===== src/rtl/shift_cmd_seq.sv =====
// Command sequencer for a 4-bit bidirectional shift register: optional parallel load, N shifts, done pulse.
// Define SHIFT_SEQ_ABORT_EN to add a synchronous abort input that ends LOAD/SHIFT early.
//
// state  | meaning
// IDLE   | ready for a command, sel=00
// LOAD   | one parallel-load cycle, sel=11
// SHIFT  | counted shift cycles, sel=01 (left) or 10 (right)
// DONE   | one-cycle completion pulse, sel=00
module shift_cmd_seq #(
    parameter int WIDTH = 4,
    parameter int CNT_W = 3
) (
    input  logic             clk,
    input  logic             rst,
    input  logic             cmd_valid,
    output logic             cmd_ready,
    input  logic             cmd_load,
    input  logic             cmd_dir,
    input  logic [CNT_W-1:0] cmd_cnt,
    input  logic [WIDTH-1:0] cmd_data,
`ifdef SHIFT_SEQ_ABORT_EN
    input  logic             abort,
`endif
    output logic [1:0]       sel,
    output logic [WIDTH-1:0] in,
    output logic             busy,
    output logic             done
);

    typedef enum logic [1:0] {S_IDLE, S_LOAD, S_SHIFT, S_DONE} state_t;

    localparam logic [CNT_W-1:0] CNT_ONE = 1;

    state_t           r_state;
    logic [CNT_W-1:0] r_rem;
    logic             r_dir;
    logic [1:0]       r_sel;
    logic [WIDTH-1:0] r_in;
    logic             r_busy;
    logic             r_done;

    state_t           w_state_nxt;
    logic [CNT_W-1:0] w_rem_nxt;
    logic             w_dir_nxt;
    logic [1:0]       w_sel_nxt;
    logic [WIDTH-1:0] w_in_nxt;
    logic             w_busy_nxt;
    logic             w_done_nxt;
    logic             w_accept;
    logic             w_abort;

`ifdef SHIFT_SEQ_ABORT_EN
    assign w_abort = abort;
`else
    assign w_abort = 1'b0;
`endif

    assign w_accept  = cmd_valid && (r_state == S_IDLE);
    assign cmd_ready = (r_state == S_IDLE);
    assign sel       = r_sel;
    assign in        = r_in;
    assign busy      = r_busy;
    assign done      = r_done;

    always_ff @(posedge clk or negedge rst) begin
        if (!rst) begin
            r_state <= S_IDLE;
            r_rem   <= '0;
            r_dir   <= 1'b0;
            r_sel   <= 2'b00;
            r_in    <= '0;
            r_busy  <= 1'b0;
            r_done  <= 1'b0;
        end else begin
            r_state <= w_state_nxt;
            r_rem   <= w_rem_nxt;
            r_dir   <= w_dir_nxt;
            r_sel   <= w_sel_nxt;
            r_in    <= w_in_nxt;
            r_busy  <= w_busy_nxt;
            r_done  <= w_done_nxt;
        end
    end

    always_comb begin
        w_state_nxt = r_state;
        w_rem_nxt   = r_rem;
        w_dir_nxt   = r_dir;
        unique case (r_state)
            S_IDLE: begin
                if (w_accept) begin
                    w_dir_nxt = cmd_dir;
                    w_rem_nxt = cmd_cnt;
                    if (cmd_load)
                        w_state_nxt = S_LOAD;
                    else if (cmd_cnt != '0)
                        w_state_nxt = S_SHIFT;
                    else
                        w_state_nxt = S_DONE;
                end
            end
            S_LOAD: begin
                if (w_abort || r_rem == '0) begin
                    w_state_nxt = S_DONE;
                    w_rem_nxt   = '0;
                end else begin
                    w_state_nxt = S_SHIFT;
                end
            end
            S_SHIFT: begin
                // Last shift is the one seen with remaining==1; the counter never goes below zero.
                if (w_abort || r_rem <= CNT_ONE) begin
                    w_state_nxt = S_DONE;
                    w_rem_nxt   = '0;
                end else begin
                    w_rem_nxt = r_rem - CNT_ONE;
                end
            end
            S_DONE: begin
                w_state_nxt = S_IDLE;
            end
            default: begin
                w_state_nxt = S_IDLE;
                w_rem_nxt   = '0;
            end
        endcase
    end

    // Outputs are precomputed from the next state so sel/busy/done are registered alongside it.
    always_comb begin
        w_sel_nxt  = 2'b00;
        w_busy_nxt = (w_state_nxt != S_IDLE);
        w_done_nxt = (w_state_nxt == S_DONE);
        w_in_nxt   = w_accept ? cmd_data : r_in;
        unique case (w_state_nxt)
            S_LOAD:  w_sel_nxt = 2'b11;
            S_SHIFT: w_sel_nxt = w_dir_nxt ? 2'b10 : 2'b01;
            default: w_sel_nxt = 2'b00;
        endcase
    end

endmodule


===== config.mk =====
export PLATFORM = sky130hd
export DESIGN_NAME = shift_cmd_seq
export DESIGN_NICKNAME = d
export VERILOG_FILES = /design/src/rtl/shift_cmd_seq.sv
export SDC_FILE = /design/constraint.sdc
export NUM_CORES = 1
export LEC_CHECK = 0
export CAP_MARGIN = 20
export CORE_MARGIN = 10
export CORE_UTILIZATION = 50
export DETAILED_ROUTE_END_ITERATION = 6
export GPL_ROUTABILITY_DRIVEN = 0
export GPL_TIMING_DRIVEN = 0
export PLACE_DENSITY = 0.79
export SYNTH_ARGS = -nofsm -noshare
export SYNTH_HDL_FRONTEND = slang
export SYNTH_SLANG_ARGS = --single-unit

===== constraint.sdc =====
create_clock -name clk -period 3 [get_ports clk]
set_clock_uncertainty 0.15 [all_clocks]
set_input_delay 0.9 -clock clk [delete_from_list [all_inputs] [get_ports clk]]
set_output_delay 0.9 -clock clk [all_outputs]
set_load 0.02 [all_outputs]

### After elaboration in Yosys (flattened, before gate mapping)

Index checks and enable logic that the tools add are counted.

| cells by class | value |
|---|---|
| $add $sub $neg | 1 |
| order comparisons | 1 |
| equal/unequal tests | 8 |
| mux-type cells | 14 |
| reductions and logical operators | 7 |

Operators by type and width:

| cell | count |
|---|---|
| $mux W3 | 3 |
| $pmux W3 S3 | 1 |
| $eq A2 B2 Y1 const B | 4 |
| $mux W2 | 4 |
| $pmux W2 S4 | 1 |
| $reduce_bool A3 Y1 | 2 |
| $eq A2 B1 Y1 const B | 2 |
| $mux W1 | 4 |
| $pmux W2 S2 | 1 |
| $le A3 B1 Y1 const B | 1 |
| $logic_not A3 Y1 | 1 |
| $reduce_and A3 Y1 | 1 |
| $sub A3 B1 Y3 const B | 1 |
| $logic_not A2 Y1 | 1 |
| $ne A2 B1 Y1 const B | 1 |
| $ne A2 B2 Y1 const B | 1 |
| $reduce_bool A2 Y1 | 1 |
| $logic_and A1 B1 Y1 | 1 |

| word-level totals | value |
|---|---|
| register bits | 14 |
| input bits | 12 |
| output and inout port bits | 9 |
| logic and storage cells | 38 |

### Depth between registers and ports, before layout

| depth | value |
|---|---|
| word-level depth | 7 |
| depth in mapped cells | 10 |
| gate-level depth less buffers | 10 |

### Least setup slack after synthesis

No wires, ideal clock.

| timing | value |
|---|---|
| kind | reg2reg |
| from | register r_state[0] |
| to | register r_sel[0], in the netlist sel[0] |
| setup time | 0.116 ns |
| arrival | 1.857 ns |
| required time | 2.734 ns |
| setup slack | 0.877 ns |
| cell stages (with the launch flop) | 10 |
| buffers on the path | 0 |
| period minus slack after synthesis | 2.123 ns |
| cell sequence | dfrtp_1 inv_1 ha_1 nand2_4 a22o_2 a21o_1 ha_1 inv_1 o21ba_1 nor2_1 |

| between the ends | value |
|---|---|
| longest elaborated chain between the ends | 6 |
| elaborated cells between the ends (all ways) | 14 |
| classes of those cells | eq/ne (5); mux (7); reduce/logical (2) |

Ends and longest elaborated chain:

| element | line | text |
|---|---|---|
| from (decl) | 34 | `state_t r_state;` |
| from (signal assigned) | 75 | `r_state <= w_state_nxt;` |
| $logic_not A2 Y1 (*) | n/a |  |
| net cmd_ready | 16 | `output logic cmd_ready,` |
| $logic_and A1 B1 Y1 | 58 | `assign w_accept = cmd_valid && (r_state == S_IDLE);` |
| $mux W2 / $mux W1 (equally long branches) | 91 | `if (w_accept) begin` |
| $pmux W2 S4 / $mux W1 (equally long branches) | 89 | `unique case (r_state)` |
| $eq A2 B2 Y1, or another cell as far along | 135 | `unique case (w_state_nxt)` |
| $pmux W2 S2 (*) | 135 |  |
| net w_sel_nxt[0] | 45 | `logic [1:0] w_sel_nxt;` |
| to (signal assigned) | 78 | `r_sel <= w_sel_nxt;` |
| to (decl) | 37 | `logic [1:0] r_sel;` |

The timed path passes the listed nets; every way through them passes the cells marked *.
A chain may end at the register's enable or synchronous reset.

### Worst setup path in the final report

| timing | value |
|---|---|
| from | register r_state[0] |
| to | output cmd_ready |

| between the ends | value |
|---|---|
| longest elaborated chain between the ends | 1 |

Ends and longest elaborated chain:

| element | line | text |
|---|---|---|
| $logic_not A2 Y1 | 59 | `assign cmd_ready = (r_state == S_IDLE);` |
| to (decl) | 16 |  |

Every way passes these cells.

==> results.cfg <==
[status]
outcome = finished, final reports clean

[yosys]
synthXorXnorAreaFrac_pct = 0
ys_warn_count = 0
synth_cells = 71
netlist-cell-type-count = 23
synth_edf_count = 0
netlist.area_leader.share_pct = 43.9
synth_top_cell_by_area = dfrtp_1
syn_nets = 94
synth_area_per_cell_um2 = 11.2
syn-cell-area_um2 = 798
synth_adder_area_share_pct = 17.2
synth-compound-area-share_pct = 18.3
synth_seq_cells = 14
synth_area_leaders = dfrtp_1 44%, ha_1 17%, mux2_2 5.6%
ys.flop_type = dfrtp_1
synth-simple-area-share_pct = 7.84
synth_top_family_by_area = compound AO/OA/AOI/OAI gates
async_reset_ff_share_pct = 100
muxShareOfSynthArea_pct = 7.52
ys_seq_area_share_pct = 43.9

[cts]
ctsResizeCount = 0
post_cts_buffers = 0
cts_tree = built
holdBufCountCts = 0
htree_num_levels = 1
path_clk_slew_ns = 0.08
clock_path_buffers = 2
cts_made_buffers = 3
root_buffer = clkbuf_4
clock_latency_ns = 0.28
cts.sinks = 14

[critical_path]
cp.required_ns = 1.95
worst_setup_path_end_kind = output pin
max_stage_delay_ns = 0.66
cp-start-kind = flop
cp_max_fo = 4
cp_data_arrival_time_ns = 1.80
slowest_stage = clkdlybuf4s50_1
crit_chain = inv_1, ha_1, clkdlybuf4s50_1
worstSetupPathType = reg -> out

[global_routing]
grt_max_degree = 15
grt_use_total_pct = 9.78
grt_pass1_vias = 585
grt.overflow.total = 0
grt_pass1_wl_mm = 2.59
antenna_found_initial = 0

[pwr]
power.leakage_nw = 0.509
ir_worst_vdd_v = 0.000678
p_per_area_nw_per_um2 = 1190
p_total_mw = 1.25

[drt]
routedLengthMet1_um = 696
highest_layer = met4
drc = 0
vias = 582
wl_met3_um = 159
wirelength_mm = 1.63
post_drt_wl_per_cell_um = 14.6
antenna_left = 0
dr_wl_met2_um = 744
routed_via_density = 5.24
firstDrtPassIters = 2
drt-initial-drc-count = 2

[floorplan]
placementRows = 14
die_area_um2 = 3590
start_util_pct = 53.0
io_pins = 21
die_h_um = 60.0
die_w_um = 60.0
core_area_um2 = 1510

[timing]
fmax_mhz = 351
max_slew.worst_pin.slew_ns = 0.600
post-route-period-util_pct = 95.0
setup_viol_count_final = 0
fin_setup_tns_ns = 0
drv_slew = 0
fin_crit_ns = 2.85
rsz0062_at_grt = false
slew_headroom_pct = 59.9
hold_viol = 0

[final_layout]
layout-drive-gt1-share_pct = 13.7
final_cells = 111
final_net_count = 119
mostFrequentLayoutCell = clkdlybuf4s50_1
antennaDiodeCount = 0
mostFrequentLayoutCells = 20 x clkdlybuf4s50_1, 14 x dfrtp_1, 11 x inv_1, 11 x ha_1, 5 x a21oi_1
num-fill-cells = 115
areaGrowthSynthToFinish_pct = 32.1

[place]
portBuffers = 20
dp_hpwl_mm = 1.30
placedCellCount = 107

[flow_run]
drv_cap = 0

[worst_hold_path]
hp-class = reg -> reg
==> power by group <==
group | total (mW) | leakage [nW] | switching [mW] | internal, mW
Clock | 0.137 | 0.0210 | 0.0634 | 0.0740
Sequential | 0.330 | 0.171 | 0.0498 | 0.281
Combinational | 0.784 | 0.317 | 0.415 | 0.369
==> cell usage after synthesis (2+ instances only) <==
cell type / number
dfrtp_1: 14
ha_1: 11
inv_1: 11
a21oi_1: 5
mux2_2: 4
nor2_1: 4
nand2_1: 3
a21o_1: 2
o21ai_0: 2
o22ai_1: 2
==> metal layers <==
layer	GRT usage, %	vias up
met2	15.7	17
met4	4.81	0
met3	5.30	4
li1	-	291
met1	10.1	270
met5	0	-
==> stage by stage <==
step	setup slack [ns]	area, µm²	hold slack [ns]	util [%]
floorplan	0.877	798	0.326	-
global placement	0.242	1020	0.337	67.6
detailed placement	0.219	1020	0.344	67.6
CTS	0.153	1050	0.364	70.0
global route	0.0700	1050	0.385	70.0
finish	0.150	1050	0.360	70.0
==> layout make-up <==
class,instances,area [µm²],area share [%]
clock buffers,4,36.3,3.44
inverters,11,41.3,3.91
multi-input cells,46,407,38.6
flip-flops and latches,14,350,33.2
well taps,16,20.0,1.90
repair buffers,20,200,19.0
==> registers in the layout, indices dropped and copies added (netlist names) <==
name,cells
in,4
r_rem,3
r_state,2
sel,2
busy,1
done,1
r_dir,1
==> worst max-delay path: cells and delay by family (launching register included) <==
family | cells | cell delay (ns)
adder cells (fa/ha/maj) | 1 | 0.29
buffers and inverters | 2 | 0.80
flip-flops | 1 | 0.42
==> kinds of logic (layout without fill, tap and decap cells) <==
family,Yosys count,after routing
buf+inv,11,35
compound gates,19,19
simple gates,11,11
fa+ha+maj,11,11
mux,5,5
flops,14,14
==> path summary, 6_finish.rpt <==
| check | slack, ns | end | cells after the start | from |
|---|---|---|---|---|
| min in group asynchronous | 0.84 | in[1]$_DFFE_PN0N_ | 1 | rst |
| worst min-delay path | 0.36 | r_dir$_DFF_PN0_ | 1 | r_dir$_DFF_PN0_ |
| worst max-delay path | 0.15 | cmd_ready | 3 | r_state[0]$_DFF_PN0_ |
| max in group asynchronous | 1.48 | r_rem[0]$_DFFE_PN0P_ | 1 | rst |
| worst max register to register | 0.76 | sel[0]$_DFF_PN0_ | 8 | r_state[0]$_DFF_PN0_ |
| worst min register to register | 0.36 | r_dir$_DFF_PN0_ | 1 | r_dir$_DFF_PN0_ |
Power figures use the tool's default switching activity.
==> edit, RTL diff (same settings) <==
Make the reset (`rst`) synchronous in one clocked block.
--- a/src/rtl/shift_cmd_seq.sv
+++ b/src/rtl/shift_cmd_seq.sv
@@ -62,7 +62,7 @@
     assign busy      = r_busy;
     assign done      = r_done;
 
-    always_ff @(posedge clk or negedge rst) begin
+    always_ff @(posedge clk) begin
         if (!rst) begin
             r_state <= S_IDLE;
             r_rem   <= '0;
Formal check against the unedited RTL: differs if rst is asserted again (counterexample within 4 cycles, from zero or initial values and one cycle with rst low); with rst held inactive, the same outputs for 10 cycles.
==> edit against the unedited design <==
- die area rose by 3.2%
- critical path type unchanged
- critical endpoint unchanged
- routed wire length rose by 23%
- global-route usage rose by 1.2 points
- worst setup slack improved by 0.032 ns
- final area rose by 3.7%
- maximum frequency rose by 1.1%
- sequential cell count did not move
- power fell by 7.8%
- worst hold slack got worse by 0.051 ns
- area after synthesis rose by 4.9%
- highest routed layer unchanged
==> edit: results (changes against the unedited design) <==
Parameter                              Value

Final layout
  Number of fill cells in the layout ... 131 (+14%)
  Seq/total area ... 0.256 (-0.0759)
  Fraction of area in non-clock buffers ... 0.183 (-0.00673)
  Total number of sequential cells ... 14 (unchanged)
  Number of multi-input combinational cells in the layout ... 70 (+52%)
  Multi-input gate share of the layout cell area ... 0.478 (+0.0927)

Global routing
  Maximum number of pins on one net before global-route repair ... 11 (-4)
  Overall Global Routing Usage ... 0.110 (+0.0125)
  Number of global-route vias before repair ... 749 (+28%)

Critical path
  Crit path arrival time ... 1.77 ns (-0.03 ns)
  Largest fanout on the critical path ... 9 (+5)
  Reg2reg start ... r_state[0]$_SDFF_PN0_
  Worst R2R Setup Slack ... 0.48 ns (-0.28 ns)

Yosys
  Count of unique library cells instantiated by Yosys ... 29 (+26%)
  Part of the Yosys area used for sequential elements ... 0.335 (-0.104)
  Post-synth top flop ... sky130_fd_sc_hd__dfxtp_1
  Compound-Gate Fraction of Synth Area ... 0.254 (+0.0707)
  Net count after synthesis ... 117 (+24%)

Route
  Amount of wire on met3 after detailed routing ... 242 µm (+52%)
  Vias per inst ... 5.74 (+9.6%)
  Initial DRT Pass Iterations ... 4 (+2)
  Routed length on met1 ... 861 µm (+24%)
  Detailed-routed wire length on met2 ... 884 µm (+19%)
  Final routed wirelength across all metal layers ... 2.00 mm (+23%)

Worst hold path
  Hold Crit Endpoint ... in[0]$_SDFFE_PN0N_

Status
  Status ... finished clean

Timing
  Ratio of final minimum period to clock period ... 0.940 (-0.0105)

Place
  Post-place setup slack ... -0.0670 ns (-0.286 ns)
[edit: cell types whose count changed after synthesis, sizes merged, moves of 4 or more]
cell   delta
mux2      -5
dfrtp    -14
nor2b     +4
nand2     +6
dfxtp    +14
[edit: per-layer routing]
layer,vias to the layer above,global-route usage
met3,2,0.0334
met2,39,0.176
li1,382,-
met1,341,0.132
met4,0,0.0502
met5,-,0
[edit: cells by family after synthesis]
family | Yosys count
DFF | 14
buffers and inverters | 9
adders and majority gates | 12
AOI/OAI and AO/OA | 28
and+or+nand+nor | 30
[edit: power by group]
group | total, mW | switching [mW] | leakage, nW | internal, mW
Combinational | 0.723 | 0.404 | 0.312 | 0.319
Sequential | 0.292 | 0.0430 | 0.115 | 0.249
Clock | 0.139 | 0.0651 | 0.0210 | 0.0738
[edit: metrics by stage]
stage               setup TNS [ns]  cell area [µm²]
global route                     0             1090
finish                           0             1090
CTS                              0             1090
detailed placement         -0.0670             1060
floorplan                        0              837
global placement           -0.0142             1060
